==> config.mk <==
export PLATFORM = sky130hd
export DESIGN_NAME = alu_ctrl
export DESIGN_NICKNAME = d
export VERILOG_FILES = /design/src/rtl/alu_ctrl_pkg.sv /design/src/rtl/alu_ctrl_decode.sv /design/src/rtl/alu_ctrl.sv
export SDC_FILE = /design/constraint.sdc
export NUM_CORES = 1
export LEC_CHECK = 0
export CELL_PAD_IN_SITES_DETAIL_PLACEMENT = 0
export CELL_PAD_IN_SITES_GLOBAL_PLACEMENT = 1
export CORE_MARGIN = 8
export CORE_UTILIZATION = 31
export CTS_CLUSTER_DIAMETER = 150
export CTS_CLUSTER_SIZE = 8
export DETAILED_ROUTE_END_ITERATION = 7
export MAX_ROUTING_LAYER = met4
export PLACE_DENSITY_LB_ADDON = 0.3
export RECOVER_POWER = 100
export SLEW_MARGIN = 30
export SYNTH_ARGS = -nofsm -noshare
export SYNTH_HDL_FRONTEND = slang
export SYNTH_SLANG_ARGS = --single-unit
==> constraint.sdc <==
create_clock -name clk -period 1.8 [get_ports clk]
set_input_delay 0.36 -clock clk [delete_from_list [all_inputs] [get_ports clk]]
set_output_delay 0.36 -clock clk [all_outputs]
set_load 0.02 [all_outputs]
==> src/rtl/alu_ctrl_pkg.sv <==
// Shared opcodes, FSM state type and default data width for the ALU controller.
package alu_ctrl_pkg;

  localparam int unsigned ALU_CTRL_W = 4;

  localparam logic [3:0] OP_TRA  = 4'b0000;
  localparam logic [3:0] OP_INC  = 4'b0001;
  localparam logic [3:0] OP_ADD  = 4'b0010;
  localparam logic [3:0] OP_ADC  = 4'b0011;
  localparam logic [3:0] OP_ADDN = 4'b0100;
  localparam logic [3:0] OP_SUB  = 4'b0101;
  localparam logic [3:0] OP_DEC  = 4'b0110;
  localparam logic [3:0] OP_LOAD = 4'b0111;
  localparam logic [3:0] OP_AND  = 4'b1000;
  localparam logic [3:0] OP_OR   = 4'b1010;
  localparam logic [3:0] OP_XOR  = 4'b1100;
  localparam logic [3:0] OP_NOT  = 4'b1110;

  typedef enum logic [1:0] {
    ST_IDLE = 2'b00,
    ST_EXEC = 2'b01,
    ST_DONE = 2'b10
  } state_t;

endpackage

==> src/rtl/alu_ctrl_decode.sv <==
// Combinational opcode decode: ALU select, operand-a source and legality.
module alu_ctrl_decode
  import alu_ctrl_pkg::*;
(
  input  logic [3:0] op_code,
  input  logic       flag_c,
  output logic [3:0] alu_select,
  output logic       a_sel,
  output logic       legal
);

  always_comb begin
    alu_select = op_code;
    a_sel      = 1'b0;
    legal      = 1'b1;
    case (op_code)
      // LOAD passes the operand straight through the ALU as a transfer
      OP_LOAD: begin
        alu_select = OP_TRA;
        a_sel      = 1'b1;
      end
      OP_ADC:  alu_select = flag_c ? OP_ADC : OP_ADD;
      OP_TRA, OP_INC, OP_ADD, OP_ADDN, OP_SUB, OP_DEC,
      OP_AND, OP_OR, OP_XOR, OP_NOT: ;
      default: legal = 1'b0;
    endcase
  end

endmodule

==> src/rtl/alu_ctrl.sv <==
// Accumulator/flag controller sequencing an external ALU (IDLE -> EXEC -> DONE).
// Optional ALU_CTRL_ILLEGAL_EN adds an op_illegal pulse for undefined opcodes.
module alu_ctrl
  import alu_ctrl_pkg::*;
#(
  parameter int unsigned N = ALU_CTRL_W
) (
  input  logic         clk,
  input  logic         rst_n,
  input  logic         op_valid,
  input  logic [3:0]   op_code,
  input  logic [N-1:0] op_operand,
  output logic         op_ready,
  output logic [N-1:0] alu_a,
  output logic [N-1:0] alu_b,
  output logic [3:0]   alu_select,
  input  logic [N-1:0] alu_result,
  input  logic         alu_z,
  input  logic         alu_s,
  input  logic         alu_v,
  input  logic         alu_c,
  output logic [N-1:0] acc,
  output logic         flag_z,
  output logic         flag_s,
  output logic         flag_v,
  output logic         flag_c,
  output logic         done
`ifdef ALU_CTRL_ILLEGAL_EN
  ,
  output logic         op_illegal
`endif
);

  state_t     state;
  logic [3:0] dec_select;
  logic       dec_a_sel;
  logic       dec_legal;
  logic       legal_q;

  alu_ctrl_decode u_decode (
    .op_code    (op_code),
    .flag_c     (flag_c),
    .alu_select (dec_select),
    .a_sel      (dec_a_sel),
    .legal      (dec_legal)
  );

  assign op_ready = (state == ST_IDLE);

  always_ff @(posedge clk or negedge rst_n) begin
    if (!rst_n) begin
      state      <= ST_IDLE;
      alu_a      <= '0;
      alu_b      <= '0;
      alu_select <= '0;
      legal_q    <= 1'b0;
      acc        <= '0;
      flag_z     <= 1'b0;
      flag_s     <= 1'b0;
      flag_v     <= 1'b0;
      flag_c     <= 1'b0;
      done       <= 1'b0;
`ifdef ALU_CTRL_ILLEGAL_EN
      op_illegal <= 1'b0;
`endif
    end else begin
      done <= 1'b0;
`ifdef ALU_CTRL_ILLEGAL_EN
      op_illegal <= 1'b0;
`endif
      case (state)
        ST_IDLE: begin
          // ALU inputs are registered here so they hold steady through EXEC
          if (op_valid) begin
            state      <= ST_EXEC;
            alu_a      <= dec_a_sel ? op_operand : acc;
            alu_b      <= op_operand;
            alu_select <= dec_select;
            legal_q    <= dec_legal;
          end
        end
        ST_EXEC: begin
          state <= ST_DONE;
          done  <= 1'b1;
`ifdef ALU_CTRL_ILLEGAL_EN
          op_illegal <= ~legal_q;
`endif
          if (legal_q) begin
            acc    <= alu_result;
            flag_z <= alu_z;
            flag_s <= alu_s;
            flag_v <= alu_v;
            flag_c <= alu_c;
          end
        end
        ST_DONE: state <= ST_IDLE;
        default: state <= ST_IDLE;
      endcase
    end
  end

endmodule

==> impl_metrics.toml, run 1 <==
[floorplan]
initial_core_util = 0.324
die_y_um = 72.3
io_pins = 41
core_area_mm2 = 0.00303
fp-row-count = 20
die_width_um = 72.3
dieArea_mm2 = 0.00522

[global_route]
first_global_vias = 848
grt_usage = 0.101
overflow = 0
antenna_found_initial = 0
grt_max_degree = 25
grt_pass1_wl_um = 4020

[clocking]
cts-root-buf = "clkbuf_4"
cts_buffer_depth = 2
numCtsBuffers = 3
cts-hold-fix-buffers = 0
htreeDepth = 1
clock_latency_ps = 310
path_clk_slew_ps = 130
cts_setup_buffers = 0
cts_tree = "done"
cts.sinks = 24

[min_path]
min_path_type = "reg -> reg"

[route]
avgRoutedWirePerCell_um = 14.0
drc = 0
drtIter0Drc = 25
avgViaCountPerCell = 4.32
finalWirelength_um = 2420
drtPass1Iterations = 3
vias = 747
ant_nets = 0

[layout]
nNetsFinal = 149
area_growth_pct = 51.5
n_antenna_cell = 0
drive_gt1_frac = 0.155

[sta]
rsz0062_at_grt = "no"
relSlewSlack = 0.599
tightestPinTransition_ps = 601
max_freq_ghz = 0.580
fin_crit_sh = 0.958
drv_slew = 0
finalHoldViolCount = 0
finalCriticalPeriod_ps = 1720
fin_tns_setup_ps = 0
fin_skew_ps = 4.97
setup_viol = 0

[yosys]
syn_inst = 81
yosysSeqAreaShare = 0.612
synthArstFlopShare = 1.00
synth_ff_type = "dfrtp_1"
avgSynthCellArea_um2 = 12.1
synth_nets = 100
netlist-cell-type-count = 22
yosysWarnings = 0
synth-edff-count = 0
yosys_register_bits = 24
synth_area_um2 = 981

[worst_setup_path]
cp.required_ps = 1440
crit_path_end = "flag_z"
reg2reg_depth = 4
path_class = "reg -> out"
cp.depth = 1
r2r-end = "legal_q"
crit_chain = "dlygate4sd3_1"
cp-start-kind = "flop"
crit_path_top_delay_cell = "dlygate4sd3_1"
crit_start = "flag_z"
cp_max_fo = 2
cp_slowest_stage_delay_ps = 650
worstPathArrival_ps = 1360
r2r_start = "state[1]"
cp_num_buf_inv = 1
rrSetupSlack_ps = 390
cp-end-kind = "output port"
critPathTopFamily = "buffers and inverters"

[placement]
io_buffers = 40
hpwl_um = 1860
gp_congestion = 0.719

[outcome]
status = "complete, no violations"

[job]
maxCapViolations = 0

[power]
p_per_area_mw_per_mm2 = 1380
ir_drop_uv = 685
p_leak_nw = 0.676
power.total_mw = 2.06
## cell usage after synthesis (2+ instances only)
| cell | count | area [um2] |
|---|---|---|
| buf_6 | 2 | 22.5 |
| dfrtp_1 | 24 | 601 |
| mux2_2 | 8 | 90.1 |
| mux2i_1 | 4 | 40.0 |
| nand2_1 | 21 | 78.8 |
| nor2_1 | 2 | 7.51 |
| o21ai_0 | 3 | 15.0 |
| o21ai_1 | 3 | 15.0 |
## layer usage
metal  vias to the layer above  global-route usage  share of wire
met5                         -                   -              0
met4                         0              0.0544          0.018
met3                         4              0.0179          0.052
met2                        21               0.170           0.50
met1                       352               0.110           0.43
li1                        370                   -              -
## repair_timing
item	in CTS	in global routing
gates resized for setup	1	1
setup endpoints to repair	1	1
endpoints found under the hold margin	0	0
## power breakdown
part | total [mW] | switching, mW | internal, mW | leakage, nW
registers | 0.827 | 0.114 | 0.713 | 0.291
logic | 0.845 | 0.416 | 0.429 | 0.358
clock network | 0.386 | 0.161 | 0.225 | 0.0279
## metrics by stage
step            util  instances  worst slack, ps  cell area [um2]  hold WS (ps)
2_1_floorplan      -         81              521              981          64.4
3_3_place_gp   0.482        169             29.8             1460           460
3_5_place_dp   0.482        169             11.8             1460           462
4_1_cts        0.499        173             64.6             1510           394
5_1_grt        0.491        173             31.0             1490           531
6_report       0.491        173             75.0             1490           485
## area by class of cell
type | instances | area, um2
Tap cell | 44 | 55.1
Sequential cell | 24 | 601
Multi-Input combinational cell | 53 | 339
Clock buffer | 3 | 22.5
Inverter | 2 | 7.51
Fill cell | 284 | 1540
Timing Repair Buffer | 46 | 432
Clock inverter | 1 | 30.0
## how the worst min path moves through the flow
stage               slack, ps  cells after the start             to     startpoint
CTS                       390                      2  alu_select[1]          rst_n
global placement          460                      2  alu_select[2]  alu_select[2]
finish                    490                      2  alu_select[2]  alu_select[2]
global route              530                      2  alu_select[2]  alu_select[2]
detailed placement        460                      2  alu_select[2]  alu_select[2]
floorplan                  60                      0         acc[0]          rst_n
## state kept, by name, summed over array words and instances (netlist names), 2 cells and up
register    cells
state           2
acc             4
alu_a           4
alu_select      4
alu_b           4
## kinds of logic (layout without fill, tap and decap cells)
kind of cell           Yosys count  in the layout  share of synthesized area
and+or+nand+nor                 31             31                      0.148
DFF                             24             24                      0.612
muxes                           12             12                      0.133
AOI/OAI and AO/OA               10             10                     0.0765
buffers and inverters            4             52                     0.0306
## worst register-to-register path: stages (launching register included)
cell      delay [ps]
dfrtp_1          430
or3b_4           500
clkinv_1         190
nor2_1            60
a31oi_1          160
## cells in the final DEF, fill, tap and decap left out, types with 2 or more instances in the layout
cell type and instances:
dfrtp_1 24, nand2_1 22, nor2_1 2, clkdlybuf4s50_1 34, clkbuf_4 3, buf_4 4
dlygate4sd3_1 4, mux2_2 8, clkbuf_1 2, o21ai_0 6, mux2i_1 4
No activity file was read; power rests on OpenSTA's default activity.
==> run 2: changes to the inputs <==
--- a/config.mk
+++ b/config.mk
@@ -15,7 +15,7 @@
 export MAX_ROUTING_LAYER = met4
 export PLACE_DENSITY_LB_ADDON = 0.3
 export RECOVER_POWER = 100
-export SLEW_MARGIN = 30
+export SETUP_SLACK_MARGIN = 0.15
 export SYNTH_ARGS = -nofsm -noshare
 export SYNTH_HDL_FRONTEND = slang
 export SYNTH_SLANG_ARGS = --single-unit
==> impl_metrics.toml, run 2 (synthesized netlist as in run 1, its figures left out) <==
[route]
avgRoutedWirePerCell_um = 14.0
vias = 752
drc = 0
drtIter0Drc = 19
drtPass1Iterations = 4
finalWirelength_um = 2420
avgViaCountPerCell = 4.35
ant_nets = 0

[global_route]
grt_max_degree = 25
antenna_found_initial = 0
grt_pass1_wl_um = 4080
overflow = 0
first_global_vias = 846
grt_usage = 0.102

[power]
power.total_mw = 1.95
ir_drop_uv = 674
p_per_area_mw_per_mm2 = 1330
p_leak_nw = 0.713

[sta]
max_freq_ghz = 0.649
finalHoldViolCount = 0
fin_ws_ps = 258
fin_crit_sh = 0.857
fin_skew_ps = 4.97
rsz0062_at_grt = "no"
hold_slack_ps = 480
setup_viol = 0
finalCriticalPeriod_ps = 1540
relSlewSlack = 0.601
drv_slew = 0
fin_tns_setup_ps = 0
tightestPinTransition_ps = 599

[floorplan]
die_y_um = 72.3
io_pins = 41
dieArea_mm2 = 0.00522
core_area_mm2 = 0.00303
fp-row-count = 20
die_width_um = 72.3
initial_core_util = 0.324

[worst_setup_path]
crit_chain = "nor2_1, dlygate4sd2_1"
reg2reg_depth = 4
rrSetupSlack_ps = 390
cp_slowest_stage_delay_ps = 430
critPathTopFamily = "flip-flops"
cp-end-kind = "output port"
r2r_start = "state[1]"
r2r-end = "legal_q"
cp_num_buf_inv = 1
cp.required_ps = 1440
worstPathArrival_ps = 1180
cp-start-kind = "flop"
path_class = "reg -> out"
crit_path_top_delay_cell = "dfrtp_1"
cp_max_fo = 4

[placement]
hpwl_um = 1860
placed_area_mm2 = 0.00146
io_buffers = 40
pre_cts_ws_ps = 11.8
dp_cells = 169
gp_congestion = 0.719

[clocking]
numCtsBuffers = 3
cts_buffer_depth = 2
cts.sinks = 24
htreeDepth = 1
clock_latency_ps = 310
cts_tree = "done"
cts-root-buf = "clkbuf_4"
path_clk_slew_ps = 130
cts_setup_buffers = 0
cts-hold-fix-buffers = 0

[layout]
nNetsFinal = 149
area_growth_pct = 49.0
fin_cells = 173
final_cell_mix = "24 x dfrtp_1, 22 x nand2_1, 21 x dlygate4sd2_1, 16 x clkdlybuf4s50_1, 8 x mux2_2"
nFillCells = 289
drive_gt1_frac = 0.155
final_area_mm2 = 0.00146
n_antenna_cell = 0
layout_commonest_cell = "dfrtp_1"
final_util = 0.483

[min_path]
whs_path_depth = 2
min_path_type = "reg -> reg"
worstHoldStart = "alu_select[2]"
hold_end = "alu_select[2]"

[outcome]
status = "complete, no violations"

[job]
maxCapViolations = 0
[run 2: cell types whose count changed in the layout (fill, tap and decap cells not counted)]
cell / change
dlygate4sd3_1: -2
clkdlybuf4s50_1: -18
dlygate4sd2_1: +20
[run 2: layout make-up]
class | instances | area, um2 | area share
well taps | 44 | 55.1 | 0.0377
multi-input cells | 53 | 339 | 0.232
flip-flops and latches | 24 | 601 | 0.411
clock inverters | 1 | 30.0 | 0.0205
clock buffers | 3 | 22.5 | 0.0154
repair buffers | 46 | 407 | 0.278
inverters | 2 | 7.51 | 0.00514
[run 2: how the worst max path moves through the flow]
| stage | from | to | slack (ps) | depth (start not counted) |
|---|---|---|---|---|
| after global placement | op_valid | legal_q | 30 | 5 |
| after floorplan | state[1] | alu_select[3] | 520 | 5 |
| after detailed placement | op_valid | legal_q | 10 | 5 |
| after global routing | state[1] | op_ready | 170 | 2 |
| after CTS | done | done | 160 | 1 |
| final | state[1] | op_ready | 260 | 2 |
[run 2: repair_timing]
item,in CTS,in global routing
endpoints found under the setup margin,21,1
resized for setup,21,1
gates cloned,0,0
[run 2: worst min-delay path, stage by stage, from the launching register on]
cell and delay [ps]:
dfrtp_1 360, nand2_1 50, nand2_1 50
[run 2: where the power goes]
part	switching [mW]	internal [mW]	leakage (nW)
sequential	0.108	0.713	0.291
clock	0.161	0.225	0.0279
combinational	0.416	0.325	0.394
[run 2: per-layer routing]
layer,track usage,up-vias,part of all wire
li1,-,371,-
met1,0.113,356,0.43
met2,0.170,21,0.50
met3,0.0193,4,0.054
met4,0.0544,0,0.018
met5,-,-,0
